--- config.mk ---
export PLATFORM = sky130hd
export DESIGN_NAME = cpe_dbuf
export DESIGN_NICKNAME = d
export VERILOG_FILES = /design/src/rtl/cpe_dbuf.sv
export SDC_FILE = /design/constraint.sdc
export NUM_CORES = 1
export LEC_CHECK = 0
export CAP_MARGIN = 25
export CORE_AREA = 5 5 84 86
export CTS_BUF_LIST = sky130_fd_sc_hd__clkbuf_16
export CTS_CLUSTER_DIAMETER = 30
export DETAILED_ROUTE_END_ITERATION = 10
export DIE_AREA = 0 0 89 91
export HOLD_SLACK_MARGIN = 0.03
export PLACE_DENSITY = 0.76
export SYNTH_ARGS = -nofsm -noshare
export SYNTH_HDL_FRONTEND = slang
export SYNTH_SLANG_ARGS = --single-unit
--- constraint.sdc ---
create_clock -name clk -period 7.25 [get_ports clk]
set_clock_uncertainty 0.2 [all_clocks]
set_input_delay 1.45 -clock clk [delete_from_list [all_inputs] [get_ports clk]]
set_output_delay 1.45 -clock clk [all_outputs]
set_load 0.02 [all_outputs]
--- src/rtl/cpe_dbuf.sv ---
// ---------------------------------------------------------------------------
// cpe_dbuf
//
// Double-buffered compensation processing element for the systolic array's
// compensation path. Each cycle it can multiply an odd-reconstructed signed
// activation by an odd-reconstructed signed compensation weight and add the
// product to the incoming partial sum. A shadow weight register lets the next
// weight set shift through the PE chain while the active weight keeps
// computing. An optional saturating mode clamps the result, and a sticky flag
// records any overflow.
//
// Parameters
//   ACT_W   stored activation bits; the effective activation is {act,1}
//   CW_W    stored compensation-weight bits; the effective weight is {cw,1}
//   PSUM_W  partial-sum width, at least ACT_W+CW_W+2
//   SAT     0 = two's-complement wrap, 1 = saturate to the signed range
//
// Ports
//   clk            clock
//   rst_n          synchronous active-low reset
//   cw_in          preload weight from the upstream PE
//   cw_in_valid    preload shift strobe
//   cw_out         shadow register contents, to the downstream PE
//   cw_out_valid   cw_in_valid delayed one cycle
//   cw_swap        commit shadow to active
//   cw_swap_out    cw_swap delayed one cycle (swap wavefront)
//   act_in         activation
//   act_valid_in   activation valid
//   act_out        act_in delayed one cycle
//   act_valid_out  act_valid_in delayed one cycle
//   psum_in        signed incoming partial sum
//   psum_out       registered result
//   psum_valid_out act_valid_in delayed one cycle
//   ovf_clr        clear the sticky overflow flag
//   ovf            sticky overflow flag
// ---------------------------------------------------------------------------
module cpe_dbuf #(
   parameter int ACT_W  = 7,
   parameter int CW_W   = 4,
   parameter int PSUM_W = 14,
   parameter int SAT    = 0
) (
   input  logic              clk,
   input  logic              rst_n,
   input  logic [CW_W-1:0]   cw_in,
   input  logic              cw_in_valid,
   output logic [CW_W-1:0]   cw_out,
   output logic              cw_out_valid,
   input  logic              cw_swap,
   output logic              cw_swap_out,
   input  logic [ACT_W-1:0]  act_in,
   input  logic              act_valid_in,
   output logic [ACT_W-1:0]  act_out,
   output logic              act_valid_out,
   input  logic [PSUM_W-1:0] psum_in,
   output logic [PSUM_W-1:0] psum_out,
   output logic              psum_valid_out,
   input  logic              ovf_clr,
   output logic              ovf
);

   localparam int PROD_W = ACT_W + CW_W + 2;

   // Weight storage: shadow is the preload chain stage, active feeds the
   // multiplier. activeVld stays low until the first swap after reset so the
   // PE bypasses rather than computing with an uncommitted weight.
   logic [CW_W-1:0]   r_shadow;
   logic [CW_W-1:0]   r_active;
   logic              r_activeVld;

   // Pipeline registers that drive the outputs directly.
   logic              r_cwOutValid;
   logic              r_swapOut;
   logic [ACT_W-1:0]  r_actOut;
   logic              r_actValidOut;
   logic [PSUM_W-1:0] r_psum;
   logic              r_psumValid;
   logic              r_ovf;

   // Datapath wires.
   logic signed [PROD_W-1:0] w_actEff;
   logic signed [PROD_W-1:0] w_cwEff;
   logic signed [PROD_W-1:0] w_prod;
   logic        [PSUM_W:0]   w_sum;
   logic                     w_compute;
   logic                     w_sumOvf;
   logic        [PSUM_W-1:0] w_result;

   // Odd reconstruction appends a constant 1 LSB, so the stored code c stands
   // for the odd value 2c+1. Both operands are sign-extended to the full
   // product width first so the signed multiply is exact and width-matched.
   always_comb begin
      w_actEff = {{(PROD_W-ACT_W-1){act_in[ACT_W-1]}}, act_in, 1'b1};
      w_cwEff  = {{(PROD_W-CW_W-1){r_active[CW_W-1]}}, r_active, 1'b1};
      w_prod   = w_actEff * w_cwEff;
   end

   // The sum is formed one bit wider than the partial sum, so an overflow out
   // of PSUM_W bits shows up as the top two bits disagreeing. The top bit
   // itself gives the true sign and therefore the saturation direction.
   always_comb begin
      w_compute = act_valid_in & r_activeVld;
      w_sum     = {{(PSUM_W+1-PROD_W){w_prod[PROD_W-1]}}, w_prod}
                + {psum_in[PSUM_W-1], psum_in};
      w_sumOvf  = w_sum[PSUM_W] ^ w_sum[PSUM_W-1];
      w_result  = w_sum[PSUM_W-1:0];
      if ((SAT != 0) && w_sumOvf) begin
         if (w_sum[PSUM_W]) begin
            w_result = {1'b1, {(PSUM_W-1){1'b0}}};
         end else begin
            w_result = {1'b0, {(PSUM_W-1){1'b1}}};
         end
      end
   end

   // Weight preload and swap. A swap in the same cycle as a preload commits
   // the shadow value from before the preload, because both sides read the
   // register's current contents at the same edge.
   always_ff @(posedge clk) begin
      if (!rst_n) begin
         r_shadow     <= '0;
         r_active     <= '0;
         r_activeVld  <= 1'b0;
         r_cwOutValid <= 1'b0;
         r_swapOut    <= 1'b0;
      end else begin
         if (cw_in_valid) begin
            r_shadow <= cw_in;
         end
         if (cw_swap) begin
            r_active    <= r_shadow;
            r_activeVld <= 1'b1;
         end
         r_cwOutValid <= cw_in_valid;
         r_swapOut    <= cw_swap;
      end
   end

   // Activation and partial-sum pipeline. Without a valid activation and a
   // committed weight the partial sum passes through unchanged.
   always_ff @(posedge clk) begin
      if (!rst_n) begin
         r_actOut      <= '0;
         r_actValidOut <= 1'b0;
         r_psum        <= '0;
         r_psumValid   <= 1'b0;
      end else begin
         r_actOut      <= act_in;
         r_actValidOut <= act_valid_in;
         r_psumValid   <= act_valid_in;
         if (w_compute) begin
            r_psum <= w_result;
         end else begin
            r_psum <= psum_in;
         end
      end
   end

   // Sticky overflow: a new overflow wins over a clear in the same cycle so
   // an event is never lost to a coincident clear.
   always_ff @(posedge clk) begin
      if (!rst_n) begin
         r_ovf <= 1'b0;
      end else if (w_compute && w_sumOvf) begin
         r_ovf <= 1'b1;
      end else if (ovf_clr) begin
         r_ovf <= 1'b0;
      end
   end

   assign cw_out         = r_shadow;
   assign cw_out_valid   = r_cwOutValid;
   assign cw_swap_out    = r_swapOut;
   assign act_out        = r_actOut;
   assign act_valid_out  = r_actValidOut;
   assign psum_out       = r_psum;
   assign psum_valid_out = r_psumValid;
   assign ovf            = r_ovf;

endmodule
# --- After elaboration in Yosys (flattened, before gate mapping) ---
# Cells that the tools add are included.
totals:
  register_bits: 34
  output_inout_bits: 30
  wordCells: 18
  in_bits: 31
classes:
  add_sub_neg: 1
  mux: 3
  mul: 1
  reduce_logical: 2
  bitwise_logic: 2
op_table:
  columns: ["op", "count"]
  rows:
  - ["$add A13 B14 Y15", 1]
  - ["$mux W14", 1]
  - ["$mul A8 B5 Y13", 1]
  - ["$mux W1", 2]
  - ["$reduce_bool A2 Y1", 1]
  - ["$and A1 B1 Y1", 1]
  - ["$logic_and A1 B1 Y1", 1]
  - ["$xor A1 B1 Y1", 1]

# --- Depth between registers and ports, before layout ---
depth:
  depth_word: 5
  mapped_depth: 18
  ltp_nobuf: 17

# --- Least setup slack after synthesis ---
# Ideal clock, no wire load.
synth_path:
  path_kind: "input to register"
  from: "input act_in[3]"
  to: "register r_ovf (netlist: ovf)"
  required_ps: 6987
  arrival_ps: 5257
  setup_slack_ps: 1731
  setup_time_ps: 63
  n_path_buf: 0
  path_stages: 13
  path_cell_list: "inv_1 -> fa_1 -> fa_1 -> inv_1 -> fa_1 -> fa_1 -> ha_1 -> a211oi_1 -> o21a_1 -> or4_1 -> a21o_1 -> a2111oi_0 -> nand3b_1"
synth_between:
  elab_chain_cells: 5
  word_cells_on_any_way: 6
  cone_classes: "add/sub: 1; mul: 1; mux: 1; bitwise: 1; reduce/logical: 2"
synth_lines:
  columns: ["element", "line_no", "rtl"]
  rows:
  - ["from (decl)", "51", "input logic [ACT_W-1:0] act_in,"]
  - ["$mul A8 B5 Y13 *", "95", "w_prod = w_actEff * w_cwEff;"]
  - ["$add A13 B14 Y15 *", "104", "+ {psum_in[PSUM_W-1], psum_in};"]
  - ["$xor A1 B1 Y1 *", "105", "w_sumOvf = w_sum[PSUM_W] ^ w_sum[PSUM_W-1];"]
  - ["$logic_and A1 B1 Y1 *", "164", "end else if (w_compute && w_sumOvf) begin"]
  - ["$mux W1 / $reduce_bool A2 Y1 (equally long branches)", null, null]
  - ["to (signal assigned)", "163", "r_ovf <= 1'b0;"]
  - ["to (signal assigned)", "165", "r_ovf <= 1'b1;"]
  - ["to (signal assigned)", "167", "r_ovf <= 1'b0;"]
  - ["to (decl)", "78", "logic r_ovf;"]
# Every way passes the cells marked *; elsewhere a longest branch is shown, timed or not.
# A chain may end at the register's enable or synchronous reset.

# --- Worst setup path after layout ---
layout_path:
  from: "input act_in[6]"
  to: "register r_ovf (netlist: ovf)"
# The elaborated chain is that of the path after synthesis.

==> flow_summary.json <==
{
  "min_delay_worst_type": "flop to flop",
  "timing.rr.end": "ovf",
  "worstSkewPairLatency_ns": 0.28,
  "ys_seq_area_share_pct": 22.88,
  "ctsResizeCount": 0,
  "final_period_minus_worst_setup_slack_ns": 6.131,
  "synth_top_cells_by_area": "fa_1 (24%), dfxtp_1 (23%), ha_1 (15%), inv_1 (4.9%), and2_1 (4.6%)",
  "synth_largest_type_area_fraction_pct": 24.22,
  "grt_setup_unrepaired": "false",
  "clk_transition_reported_paths_ns": 0.06,
  "grt_start_max_net_pins": 26,
  "grt_antenna_before_repair": 0,
  "via_count_of_the_first_global_routing_pass": 2469,
  "timing.final.setup_violations": 0,
  "detailedRoute.firstIterationViolations": 112,
  "die_width_um": 89,
  "floorplan.die_area_mm2": 0.008099,
  "ctsRootBufferMaster": "clkbuf_16",
  "postSynth.asyncResetShare_pct": 0,
  "synth.net_count": 420,
  "hold_path_cell_cnt": 2,
  "num_vias": 2369,
  "power.ir.vdd_worst_v": 0.0001023,
  "worst_r2r_startpoint": "r_active[0]",
  "maxClockFrequency_mhz": 163.1,
  "worst_path_required_ns": 7.27,
  "total_leakage_power_nw": 1.784,
  "route.detailed.vias_per_inst": 5.253,
  "period_share_pct": 84.57,
  "placementRows": 29,
  "max_cap_viols": 0,
  "drc_errors": 0,
  "outcome": "complete, no violations",
  "slew_violations": 0,
  "yosysTopAreaCell": "fa_1",
  "antenna_violating_nets_post_route": 0,
  "detailed_place_hpwl_um": 5676,
  "hold_viol_final": 0,
  "max-clock-path-buffers": 2,
  "numClockSinks": 34,
  "worst-setup-path-type": "input pin to flop",
  "final_nets": 476,
  "dpl.cell_count": 443,
  "layout-drive-gt1-share_pct": 2.674,
  "ioPinCount": 61,
  "fillCellCount": 531,
  "ys_types": 38,
  "synth_enable_flop_cells": 0,
  "final_cell_mix": "clkdlybuf4s50_1 (60), inv_1 (39), fa_1 (36), ha_1 (36), dfxtp_1 (34)",
  "critical-path-slowest-cell": "clkdlybuf4s50_1",
  "setup.worst_path.end_class": "flop",
  "postSynth.topFlopCell": "dfxtp_1",
  "path_max_fanout": 9,
  "worst_pin_slew_ns": 0.6465,
  "syn_to_final_growth_pct": 27.63,
  "endpoint": "ovf",
  "placeableCoreArea_mm2": 0.006205,
  "avgRoutedWirePerCell_um": 15.90,
  "n_antenna_cell": 0,
  "detail_route.wirelength_um": 7171,
  "max_stage_delay_ns": 0.68,
  "setup.worst_path.start_class": "input pin",
  "r2r_slack_ns": 2.30,
  "first_pass_grt_wire_length_um": 12010,
  "timing.critical_path.cells": "clkdlybuf4s50_1 -> mux2_2 -> ha_1 -> inv_1 -> fa_1 -> inv_1 -> fa_1 -> ha_1 -> ha_1 -> nand4_1 -> or4_1 -> a21o_1 -> a2111oi_0 -> nand3b_1",
  "synth_cells": 317,
  "cts_tree": "done",
  "global_routing_usage_summed_across_all_routing_layers_pct": 18.88,
  "synth-seq-cells": 34,
  "power_density_mw_per_mm2": 197.6,
  "mostFrequentLayoutCell": "clkdlybuf4s50_1",
  "globalplace.congestion": 0.8322,
  "die_height_um": 91,
  "yosys_warnings": 0,
  "maxSlewHeadroom_pct": 56.79,
  "critical_path.most_common_cell": "ha_1",
  "port-buffer-count": 60,
  "synth.cell_area_mm2": 0.002975,
  "globalRoute.totalOverflow": 0,
  "timing.critical_path.from": "act_in[6]",
  "final_cell_count_no_fill": 451,
  "timing.reg2reg.worst_path_depth": 13,
  "post-cts-setup-buffers": 0,
  "cts-hold-fix-buffers": 0,
  "tns_ns": 0,
  "initial_utilization_pct": 47.95,
  "htreeDepth": 2,
  "avgSynthCellArea_um2": 9.386,
  "drt_pass1_iterations": 4,
  "worstPathArrival_ns": 6.15,
  "cts_inserted_buffers": 5
}
[final cells by class]
| class | instances | area, um2 | share of cell area [%] |
|---|---|---|---|
| Multi-Input combinational cell | 232 | 2100 | 55.29 |
| Sequential cell | 34 | 680.7 | 17.92 |
| Clock inverter | 3 | 45.04 | 1.186 |
| Tap cell | 77 | 96.34 | 2.537 |
| Clock buffer | 5 | 125.1 | 3.295 |
| Inverter | 40 | 150.1 | 3.954 |
| Timing Repair Buffer | 60 | 600.6 | 15.82 |
[flip-flops by register name, indices dropped and copies added, names as in the netlist]
name / cells
act_out: 7
cw_out: 4
cw_out_valid: 1
cw_swap_out: 1
ovf: 1
psum_out: 14
psum_valid_out: 1
r_active: 4
r_activeVld: 1
[through the flow]
| step | hold slack, ns | setup WS, ns | power (mW) | area (um2) | util, % |
|---|---|---|---|---|---|
| final | 0.3080 | 1.119 | 0.7503 | 3797 | 61.20 |
| after global routing | 0.3368 | 0.8310 | 0.7998 | 3797 | 61.20 |
| after CTS | 0.3104 | 1.125 | 0.7550 | 3797 | 61.20 |
| after detailed placement | 0.2882 | 0.8604 | 0.5088 | 3627 | 58.46 |
| after global placement | 0.2706 | 1.005 | 0.5021 | 3627 | 58.46 |
| after floorplan | 0.2543 | 1.731 | 0.4128 | 2975 | - |
[how the worst min path moves through the flow]
stage | start | end | slack, ns
after floorplan | r_activeVld | r_activeVld | 0.25
after global placement | r_activeVld | r_activeVld | 0.27
after detailed placement | r_activeVld | r_activeVld | 0.29
after CTS | r_activeVld | r_activeVld | 0.31
after global routing | r_activeVld | r_activeVld | 0.34
final | r_activeVld | r_activeVld | 0.31
[power breakdown]
part | internal (mW) | total [mW] | switching [mW]
sequential | 0.200 | 0.207 | 0.00669
clock | 0.162 | 0.245 | 0.0829
combinational | 0.135 | 0.298 | 0.164
total | 0.497 | 0.750 | 0.253
[kinds of logic (layout without fill, tap and decap cells)]
group	count (synthesis)	count (layout)	share of synthesized area [%]
XOR/XNOR	6	6	1.766
AND/OR/NAND/NOR	99	99	16.44
flip-flops	34	34	22.88
buffers and inverters	51	108	6.560
multiplexers	9	9	3.070
adder cells (fa/ha/maj)	72	72	39.36
AO/OA/AOI/OAI	46	46	9.924
[synth_stat cells (3+ instances only)]
library cell,count
inv_1,39
fa_1,36
ha_1,36
dfxtp_1,34
nor2_1,26
nand2_1,24
and2_1,22
a21oi_1,15
clkbuf_1,10
mux2i_1,8
nor2b_1,7
o21ai_0,7
nand3_1,6
nand2b_1,5
xnor2_1,5
o21a_1,4
a21o_1,3
or3_1,3
[layer usage]
metal	up-vias	track usage (%)	wire [um]
met1	1132	23.66	2839
met2	75	32.49	3698
met3	14	2.624	432
met5	-	0	0
met4	0	7.072	199
li1	1148	-	-
[worst max-delay path, delay by kind of cell]
family,cells,cell delay [ns]
muxes,1,0.38
adders and majority gates,5,2.04
buffers and inverters,3,0.85
AOI/OAI and AO/OA,2,0.59
and+or+nand+nor,3,0.85
No activity file was read; power rests on OpenSTA's default activity.
